--- src/rtl/id_ex_stage_reg_pkg.sv ---
// Shared pipeline definitions: control-field bit positions, bubble encoding
// and default datapath widths used by the ID/EX stage register.
package id_ex_stage_reg_pkg;

  localparam int XLEN_DEF   = 32;
  localparam int REG_AW_DEF = 5;
  localparam int CTRL_W     = 8;

  // ctrl = {RegWrite, MemRead, MemWrite, MemToReg, ALUSrc, Branch, ALUOp[1:0]}
  localparam int CTRL_REGWRITE = 7;
  localparam int CTRL_MEMREAD  = 6;
  localparam int CTRL_MEMWRITE = 5;
  localparam int CTRL_MEMTOREG = 4;
  localparam int CTRL_ALUSRC   = 3;
  localparam int CTRL_BRANCH   = 2;
  localparam int CTRL_ALUOP_HI = 1;
  localparam int CTRL_ALUOP_LO = 0;

  localparam logic [CTRL_W-1:0] CTRL_BUBBLE = 8'h00;

  // What the stage register does on the next clock edge.
  typedef enum logic [1:0] {
    UPD_CAPTURE = 2'd0,
    UPD_STALL   = 2'd1,
    UPD_FLUSH   = 2'd2
  } upd_e;

endpackage

--- src/rtl/id_ex_stage_reg_load_use_detector.sv ---
// Load-use hazard detector: flags an ID instruction that reads the register
// a load currently in EX is about to write. Pure combinational.
module load_use_detector
  import id_ex_stage_reg_pkg::*;
#(
  parameter int REG_AW = REG_AW_DEF
) (
  input  logic              valid_idex,
  input  logic              memread_idex,
  input  logic [REG_AW-1:0] rd_idex,
  input  logic              valid_id,
  input  logic              use_rs1_id,
  input  logic              use_rs2_id,
  input  logic [REG_AW-1:0] rs1_id,
  input  logic [REG_AW-1:0] rs2_id,
  input  logic              flush,
  output logic              lu,
  output logic              stall
);

  logic src_match;

  always_comb begin
    src_match = (use_rs1_id && (rd_idex == rs1_id)) ||
                (use_rs2_id && (rd_idex == rs2_id));
    lu        = valid_idex && memread_idex && (rd_idex != '0) && src_match && valid_id;
    // A taken branch discards the ID instruction, so there is nothing to stall for.
    stall     = lu && !flush;
  end

endmodule

--- src/rtl/id_ex_stage_reg.sv ---
// ID/EX pipeline register with load-use bubble insertion, branch squash,
// same-cycle WB bypass into captured operands and a saturating bubble counter.
module id_ex_stage_reg
  import id_ex_stage_reg_pkg::*;
#(
  parameter int XLEN   = XLEN_DEF,
  parameter int REG_AW = REG_AW_DEF,
  parameter int CNT_W  = 32
) (
  input  logic              clk,
  input  logic              rst,
  input  logic [XLEN-1:0]   pc_ID,
  input  logic [XLEN-1:0]   rs1_data_ID,
  input  logic [XLEN-1:0]   rs2_data_ID,
  input  logic [XLEN-1:0]   imm_ID,
  input  logic [REG_AW-1:0] rs1_ID,
  input  logic [REG_AW-1:0] rs2_ID,
  input  logic [REG_AW-1:0] rd_ID,
  input  logic              use_rs1_ID,
  input  logic              use_rs2_ID,
  input  logic [CTRL_W-1:0] ctrl_ID,
  input  logic              valid_ID,
  input  logic              flush,
  input  logic              RegWrite_MEMWB,
  input  logic [REG_AW-1:0] rd_MEMWB,
  input  logic [XLEN-1:0]   wdata_MEMWB,
  output logic [XLEN-1:0]   pc_IDEX,
  output logic [XLEN-1:0]   rs1_data_IDEX,
  output logic [XLEN-1:0]   rs2_data_IDEX,
  output logic [XLEN-1:0]   imm_IDEX,
  output logic [REG_AW-1:0] rs1_IDEX,
  output logic [REG_AW-1:0] rs2_IDEX,
  output logic [REG_AW-1:0] rd_IDEX,
  output logic [CTRL_W-1:0] ctrl_IDEX,
  output logic              valid_IDEX,
  output logic              PCWrite,
  output logic              IFIDWrite,
  output logic [CNT_W-1:0]  bubble_cnt
);

  // Handshake: valid_IDEX=1 means EX holds a real instruction this cycle; there
  // is no ready back-pressure, a stall is signalled upstream via PCWrite/IFIDWrite=0.

  logic            lu;
  logic            stall;
  upd_e            upd;
  logic [XLEN-1:0] rs1_fwd;
  logic [XLEN-1:0] rs2_fwd;

  load_use_detector #(.REG_AW(REG_AW)) u_lud (
    .valid_idex   (valid_IDEX),
    .memread_idex (ctrl_IDEX[CTRL_MEMREAD]),
    .rd_idex      (rd_IDEX),
    .valid_id     (valid_ID),
    .use_rs1_id   (use_rs1_ID),
    .use_rs2_id   (use_rs2_ID),
    .rs1_id       (rs1_ID),
    .rs2_id       (rs2_ID),
    .flush        (flush),
    .lu           (lu),
    .stall        (stall)
  );

  always_comb begin
    PCWrite   = !stall;
    IFIDWrite = !stall;

    upd = UPD_CAPTURE;
    if (flush)   upd = UPD_FLUSH;
    else if (lu) upd = UPD_STALL;

    // The register file is read before WB writes it, so pick up the WB value here.
    rs1_fwd = rs1_data_ID;
    rs2_fwd = rs2_data_ID;
    if (RegWrite_MEMWB && (rd_MEMWB != '0) && (rd_MEMWB == rs1_ID)) rs1_fwd = wdata_MEMWB;
    if (RegWrite_MEMWB && (rd_MEMWB != '0) && (rd_MEMWB == rs2_ID)) rs2_fwd = wdata_MEMWB;
  end

  always_ff @(posedge clk or posedge rst) begin
    if (rst) begin
      pc_IDEX       <= '0;
      rs1_data_IDEX <= '0;
      rs2_data_IDEX <= '0;
      imm_IDEX      <= '0;
      rs1_IDEX      <= '0;
      rs2_IDEX      <= '0;
      rd_IDEX       <= '0;
      ctrl_IDEX     <= CTRL_BUBBLE;
      valid_IDEX    <= 1'b0;
      bubble_cnt    <= '0;
    end else begin
      case (upd)
        UPD_CAPTURE: begin
          pc_IDEX       <= pc_ID;
          rs1_data_IDEX <= rs1_fwd;
          rs2_data_IDEX <= rs2_fwd;
          imm_IDEX      <= imm_ID;
          rs1_IDEX      <= rs1_ID;
          rs2_IDEX      <= rs2_ID;
          rd_IDEX       <= rd_ID;
          ctrl_IDEX     <= valid_ID ? ctrl_ID : CTRL_BUBBLE;
          valid_IDEX    <= valid_ID;
        end
        default: begin
          pc_IDEX       <= '0;
          rs1_data_IDEX <= '0;
          rs2_data_IDEX <= '0;
          imm_IDEX      <= '0;
          rs1_IDEX      <= '0;
          rs2_IDEX      <= '0;
          rd_IDEX       <= '0;
          ctrl_IDEX     <= CTRL_BUBBLE;
          valid_IDEX    <= 1'b0;
          if ((upd == UPD_STALL) && (bubble_cnt != '1)) bubble_cnt <= bubble_cnt + 1'b1;
        end
      endcase
    end
  end

endmodule

--- config.mk ---
export PLATFORM = sky130hd
export DESIGN_NAME = id_ex_stage_reg
export DESIGN_NICKNAME = d
export VERILOG_FILES = /design/src/rtl/id_ex_stage_reg_pkg.sv /design/src/rtl/id_ex_stage_reg_load_use_detector.sv /design/src/rtl/id_ex_stage_reg.sv
export SDC_FILE = /design/constraint.sdc
export NUM_CORES = 1
export LEC_CHECK = 0
export BUFFER_PORTS_ARGS = -buffer_cell sky130_fd_sc_hd__buf_2
export CAP_MARGIN = 30
export CORE_AREA = 3 3 146 148
export CTS_CLUSTER_DIAMETER = 40
export CTS_CLUSTER_SIZE = 28
export DETAILED_ROUTE_END_ITERATION = 8
export DIE_AREA = 0 0 149 151
export PLACE_DENSITY_LB_ADDON = 0.15
export SYNTH_ARGS = -nofsm -noshare
export SYNTH_HDL_FRONTEND = slang
export SYNTH_SLANG_ARGS = --single-unit
export TNS_END_PERCENT = 30
--- constraint.sdc ---
create_clock -name clk -period 11 [get_ports clk]
set_input_delay 0.55 -clock clk [delete_from_list [all_inputs] [get_ports clk]]
set_output_delay 0.55 -clock clk [all_outputs]
set_load 0.005 [all_outputs]
Word-level counts from Yosys, hierarchy flattened --
Cells that the tools add are included. W data, S select, Z words.
Cells by class: add/subtract/negate cells 1, eq/ne operators 6, muxes and demuxes 14, bitwise gates (word level) 1, reduce and logical (&&, ||, !) cells 18
Operators with widths (count):
- $mux W32 | 6
- $add A32 B1 Y32 const B | 1
- $ne A32 B32 Y1 const B | 1
- $eq A5 B5 Y1 | 4
- $mux W8 | 2
- $mux W5 | 3
- $logic_and A1 B1 Y1 | 11
- $reduce_bool A5 Y1 | 2
- $eq A2 B1 Y1 const B | 1
- $logic_not A1 Y1 | 2
- $logic_not A2 Y1 | 1
- $mux W1 | 2
- $mux W2 | 1
- $reduce_and A2 Y1 | 1
- $logic_or A1 B1 Y1 | 1
- $not A1 Y1 | 1
Storage, ports and cells: register bits after elaboration 184, input port bits 195, output and inout bits 186, logic and storage cells 50

Depth between registers and ports, before layout --
depth in word-level cells 10, mapped depth 8, mapped depth without buffers 7

Cells and area by module --
Synthesis repeated with hierarchy kept, for this count alone.
Second synthesis, totals: cell total of the unflattened synthesis 588, area, all modules 7418.4 um^2
By module, submodules not included:
- id_ex_stage_reg | times used 1, cells an instance 569, area each 7263.2 um^2, seq. area each 4604.4 um^2
- load_use_detector | times used 1, cells an instance 19, area each 155.1 um^2, seq. area each 0.0 um^2

Least setup slack after synthesis --
Ideal clock, no wire load.
path type flip-flop to output port, from register rd_IDEX[1], to output port PCWrite, data arrival time 1.584 ns, required time 10.450 ns, path slack 8.866 ns, stages on the path, launching flop included 6, path buffers 1, path through dfrtp_1 -> or4_1 -> o2111ai_2 -> nor2_1 -> nand2_1 -> buf_4
On the way: longest elaborated chain between the ends 7, elaborated cells on any way between the ends 11, classes of those cells 2 x eq/ne; 9 x reduce/logical
Ends and longest elaborated chain:
- start, declared | line id_ex_stage_reg.sv:33 | output logic [REG_AW-1:0] rd_IDEX,
- start signal, assigned | line id_ex_stage_reg.sv:100 | rd_IDEX <= rd_ID;
- $eq A5 B5 Y1 (on tied branches) | line id_ex_stage_reg_load_use_detector.sv:24, id_ex_stage_reg_load_use_detector.sv:25
- $logic_and A1 B1 Y1 (on tied branches) | line id_ex_stage_reg_load_use_detector.sv:24, id_ex_stage_reg_load_use_detector.sv:25
- $logic_or A1 B1 Y1 | line id_ex_stage_reg_load_use_detector.sv:24 | src_match = (use_rs1_id && (rd_idex == rs1_id)) ||
- $logic_and A1 B1 Y1 * (2 in a row) | line id_ex_stage_reg_load_use_detector.sv:26 | lu = valid_idex && memread_idex && (rd_idex != '0) && src_match && valid_id;
- $logic_and A1 B1 Y1 * | line id_ex_stage_reg_load_use_detector.sv:28 | stall = lu && !flush;
- $logic_not A1 Y1 *
- end, declared | line id_ex_stage_reg.sv:36 | output logic PCWrite,
Mark *: on every way between the ends. The rest lies on a longest branch, timed or not.

Worst setup path in the final report --
from register rd_IDEX[1], to output port PCWrite
On the way: longest elaborated chain between the ends 7, elaborated cells on any way between the ends 11, classes of those cells 2 x eq/ne; 9 x reduce/logical
Ends and longest elaborated chain:
- $eq A5 B5 Y1 (on tied branches) | line id_ex_stage_reg_load_use_detector.sv:24, id_ex_stage_reg_load_use_detector.sv:25
- $logic_and A1 B1 Y1 (on tied branches) | line id_ex_stage_reg_load_use_detector.sv:24, id_ex_stage_reg_load_use_detector.sv:25
- $logic_or A1 B1 Y1 | line id_ex_stage_reg_load_use_detector.sv:24
- $logic_and A1 B1 Y1 * (2 in a row) | line id_ex_stage_reg_load_use_detector.sv:26
- $logic_and A1 B1 Y1 * | line id_ex_stage_reg_load_use_detector.sv:28
- $logic_not A1 Y1 * | line id_ex_stage_reg.sv:65 | PCWrite = !stall;
Marked as above.

==> impl_table.tex <==
\begin{tabular}{lr}
\hline
Metric & Value \\
\hline
\multicolumn{2}{l}{\textbf{Status}} \\
Result of the run & finished, final reports clean \\
\multicolumn{2}{l}{\textbf{Critical path}} \\
Library cell contributing the largest single delay on the critical path & sky130\_fd\_sc\_hd\_\_or4\_1 \\
Data arrival time of the worst path & 2220 ps \\
Cell-by-cell listing of the critical path & or4\_1, o2111ai\_2, nor2\_1, nand2\_1, buf\_2 \\
Category of the critical setup timing path & flop to output port \\
Kind of end point of the critical path & output port \\
Worst R2R Start & rd\_IDEX[1] \\
Maximum fanout encountered on the critical timing path & 6 \\
Slowest stage delay, CP & 560 ps \\
Start point of the critical path & rd\_IDEX[1] \\
Setup crit start kind & flop \\
Critical path required time & 10450 ps \\
\multicolumn{2}{l}{\textbf{Placed design}} \\
Count of input and output buffers & 380 \\
Post-placement setup slack & 8527 ps \\
Placer congestion estimate & 0.7641 \\
Post-detail-place hpwl & 16.10 mm \\
\multicolumn{2}{l}{\textbf{Finish}} \\
Synth-to-layout area growth & 37.34\% \\
Leading cell type in the layout, fill and taps excluded & sky130\_fd\_sc\_hd\_\_buf\_2 \\
Multi-input gate area & 2484 sq um \\
Fillcell total & 1942 \\
End-of-flow core utilization & 49.47\% \\
Final net count & 1156 \\
Sequential Area & 4604 sq um \\
Most frequent cells in the layout & sky130\_fd\_sc\_hd\_\_buf\_2 (380), sky130\_fd\_sc\_hd\_\_dfrtp\_1 (184), sky130\_fd\_sc\_hd\_\_nor2\_1 (85), sky130\_fd\_sc\_hd\_\_and2\_1 (80), sky130\_fd\_sc\_hd\_\_mux2i\_1 (64) \\
Proportion of layout cells with a drive suffix above 1 & 44.19\% \\
\multicolumn{2}{l}{\textbf{STA}} \\
Final-report max-slew violation count & 0 \\
Crit path time final & 2769 ps \\
Maximum clock rate & 361.2 MHz \\
Final number of setup-violating endpoints & 0 \\
Tightest Pin Transition & 893.5 ps \\
Worst Clk Skew & 7.601 ps \\
Final worst-path cycle share & 25.17\% \\
Final-layout setup total negative slack & 0 ps \\
Setup repair after global routing missed its margin & no \\
Worst slew slack as a fraction of its limit & 40.43\% \\
Setup slack after layout & 8231 ps \\
Final hold violation count & 0 \\
\multicolumn{2}{l}{\textbf{Global routing}} \\
Met3 layer usage reported by global route & 6.643\% \\
Total Routing Usage GR & 18.69\% \\
Global-route wire length before repair & 31.96 mm \\
Pin count of the biggest net entering global routing & 116 \\
Gr ovfl total & 0 \\
Initial antenna violation count & 1 \\
Gr busiest metal & met2 \\
Global-route track usage on met2 & 33.88\% \\
Vias in the first global route & 5696 \\
GRT met1 Usage & 20.36\% \\
\multicolumn{2}{l}{\textbf{Clocking}} \\
Clk sink count & 184 \\
Root Buffer Master & sky130\_fd\_sc\_hd\_\_clkbuf\_16 \\
Hold-fix buffers, CTS & 0 \\
Clk buf depth & 2 \\
Post CTS Setup Buffer Count & 0 \\
Clock transition at the registers of the reported paths & 80 ps \\
CTS buffer count & 17 \\
Resized cells post-CTS & 0 \\
Clk\_lat worst skew & 430 ps \\
H-tree depth & 4 \\
CTS tree & built \\
\multicolumn{2}{l}{\textbf{Die}} \\
Die outline area & 22500 sq um \\
Starting density of the core & 36.02\% \\
Height of the die & 151 um \\
Area of the core & 20170 sq um \\
Chip Width & 149 um \\
Number of rows created at floorplan & 52 \\
\# IOs & 381 \\
\multicolumn{2}{l}{\textbf{Power}} \\
Power density over cell area & 145.8 nW/um\^{}2 \\
Maximum ir drop on the vdd rail & 0.1036 mV \\
Total Power & 1.455 mW \\
Leakage power & 5.262 nW \\
\multicolumn{2}{l}{\textbf{Yosys}} \\
Number of library cell types mapped by synthesis & 35 \\
Net count after synthesis & 777 \\
Predominant post-synthesis flop cell & sky130\_fd\_sc\_hd\_\_dfrtp\_1 \\
Mapped cell area & 7264 sq um \\
Share of synthesized area occupied by flip-flops and latches & 63.38\% \\
Synth Instances & 581 \\
Syn. warnings & 0 \\
Count of flip-flops with a built-in enable after synthesis & 0 \\
Register bit total from synthesis & 184 \\
Async S/R FF share, synth & 100.0\% \\
Synthesized area per cell & 12.50 sq um \\
\multicolumn{2}{l}{\textbf{Routing}} \\
1st-iter DRT viols & 211 \\
Drt pass-1 iters & 4 \\
Vias post-DR & 5528 \\
Final routed DRC violation total & 0 \\
Ratio of routed vias to standard cells & 4.444 \\
Detail Route Antenna Nets & 0 \\
Wire per inst & 17.11 um \\
Total routed wirelength & 21.28 mm \\
\multicolumn{2}{l}{\textbf{Job}} \\
Max-capacitance violation count & 0 \\
\multicolumn{2}{l}{\textbf{Hold path}} \\
Hold/Removal Path Class & input port to asynchronous set/reset pin \\
\hline
\end{tabular}
final timing paths:
check                      slack, ps              to  cells after the start
max in group asynchronous       9230     rs1_IDEX[3]                      3
min                              250    imm_IDEX[12]                      2
min in group clk                 320    imm_IDEX[30]                      2
max reg2reg                     8590    ctrl_IDEX[7]                      6
max                             8230         PCWrite                      5
min reg2reg                      490  bubble_cnt[11]                      1
state kept, by name, summed over array words and instances (netlist names):
name           cells
rs2_data_IDEX     32
pc_IDEX           32
imm_IDEX          32
rd_IDEX            5
valid_IDEX         1
rs2_IDEX           5
rs1_IDEX           5
bubble_cnt        32
ctrl_IDEX          8
rs1_data_IDEX     32
power by group:
part	internal (mW)	total (mW)	switching, mW
logic	0.0672	0.140	0.0723
clock network	0.305	0.602	0.298
registers	0.704	0.713	0.00840
per-stage QoR:
step | hold slack (ps) | instances | instance area [sq um]
floorplan | 484.0 | 581 | 7264
global placement | 476.7 | 1211 | 9392
detailed placement | 479.4 | 1211 | 9392
CTS | 288.0 | 1243 | 9975
global route | 299.7 | 1243 | 9975
finish | 247.6 | 1244 | 9977
kinds of logic after synthesis:
family	share of synthesized area, %
flip-flops	63.38
buffers and inverters	2.670
AND/OR/NAND/NOR	18.08
XOR/XNOR	6.149
adder cells (fa/ha/maj)	0.1722
AO/OA/AOI/OAI	0.5682
multiplexers	8.973
critical path, delay by kind of cell, from the launching register on:
kind	cells	cell delay [ps]
AOI/OAI and AO/OA	1	260
DFF	1	450
and+or+nand+nor	3	930
buffers and inverters	1	150
cell type report:
type,instances,area share (%)
flip-flops and latches,184,46.15
multi-input cells,367,24.89
repair buffers,385,19.44
clock buffers,17,4.264
well taps,270,3.386
clock inverters,15,1.580
inverters,5,0.2634
diodes,1,0.02508
synthesized netlist by cell type (2+ instances only):
| master | count | area [sq um] |
|---|---|---|
| sky130_fd_sc_hd__dfrtp_1 | 184 | 4604 |
| sky130_fd_sc_hd__nor2_1 | 85 | 319.1 |
| sky130_fd_sc_hd__and2_1 | 80 | 500.5 |
| sky130_fd_sc_hd__mux2i_1 | 64 | 640.6 |
| sky130_fd_sc_hd__xnor2_1 | 27 | 236.5 |
| sky130_fd_sc_hd__xor2_1 | 24 | 210.2 |
| sky130_fd_sc_hd__nand3_1 | 16 | 80.08 |
| sky130_fd_sc_hd__nand2_1 | 14 | 52.55 |
| sky130_fd_sc_hd__nand4_1 | 14 | 87.58 |
| sky130_fd_sc_hd__and3_1 | 12 | 75.07 |
| sky130_fd_sc_hd__buf_6 | 8 | 90.09 |
| sky130_fd_sc_hd__nor3_1 | 8 | 40.04 |
| sky130_fd_sc_hd__buf_2 | 6 | 30.03 |
| sky130_fd_sc_hd__clkbuf_1 | 6 | 22.52 |
| sky130_fd_sc_hd__inv_1 | 5 | 18.77 |
| sky130_fd_sc_hd__buf_4 | 3 | 22.52 |
| sky130_fd_sc_hd__nor4_2 | 3 | 37.54 |
| sky130_fd_sc_hd__clkbuf_2 | 2 | 10.01 |
| sky130_fd_sc_hd__nor2_2 | 2 | 12.51 |
| sky130_fd_sc_hd__nor4_1 | 2 | 12.51 |
| sky130_fd_sc_hd__or4_1 | 2 | 15.01 |
routing by layer:
metal | share of wire (%) | wire [um] | up-vias
li1 | - | - | 2665
met1 | 36 | 7726 | 2591
met2 | 52 | 11160 | 248
met3 | 9.4 | 1995 | 24
met4 | 1.9 | 399 | 0
met5 | 0 | 0 | -
(Power assumes the default switching activity.)
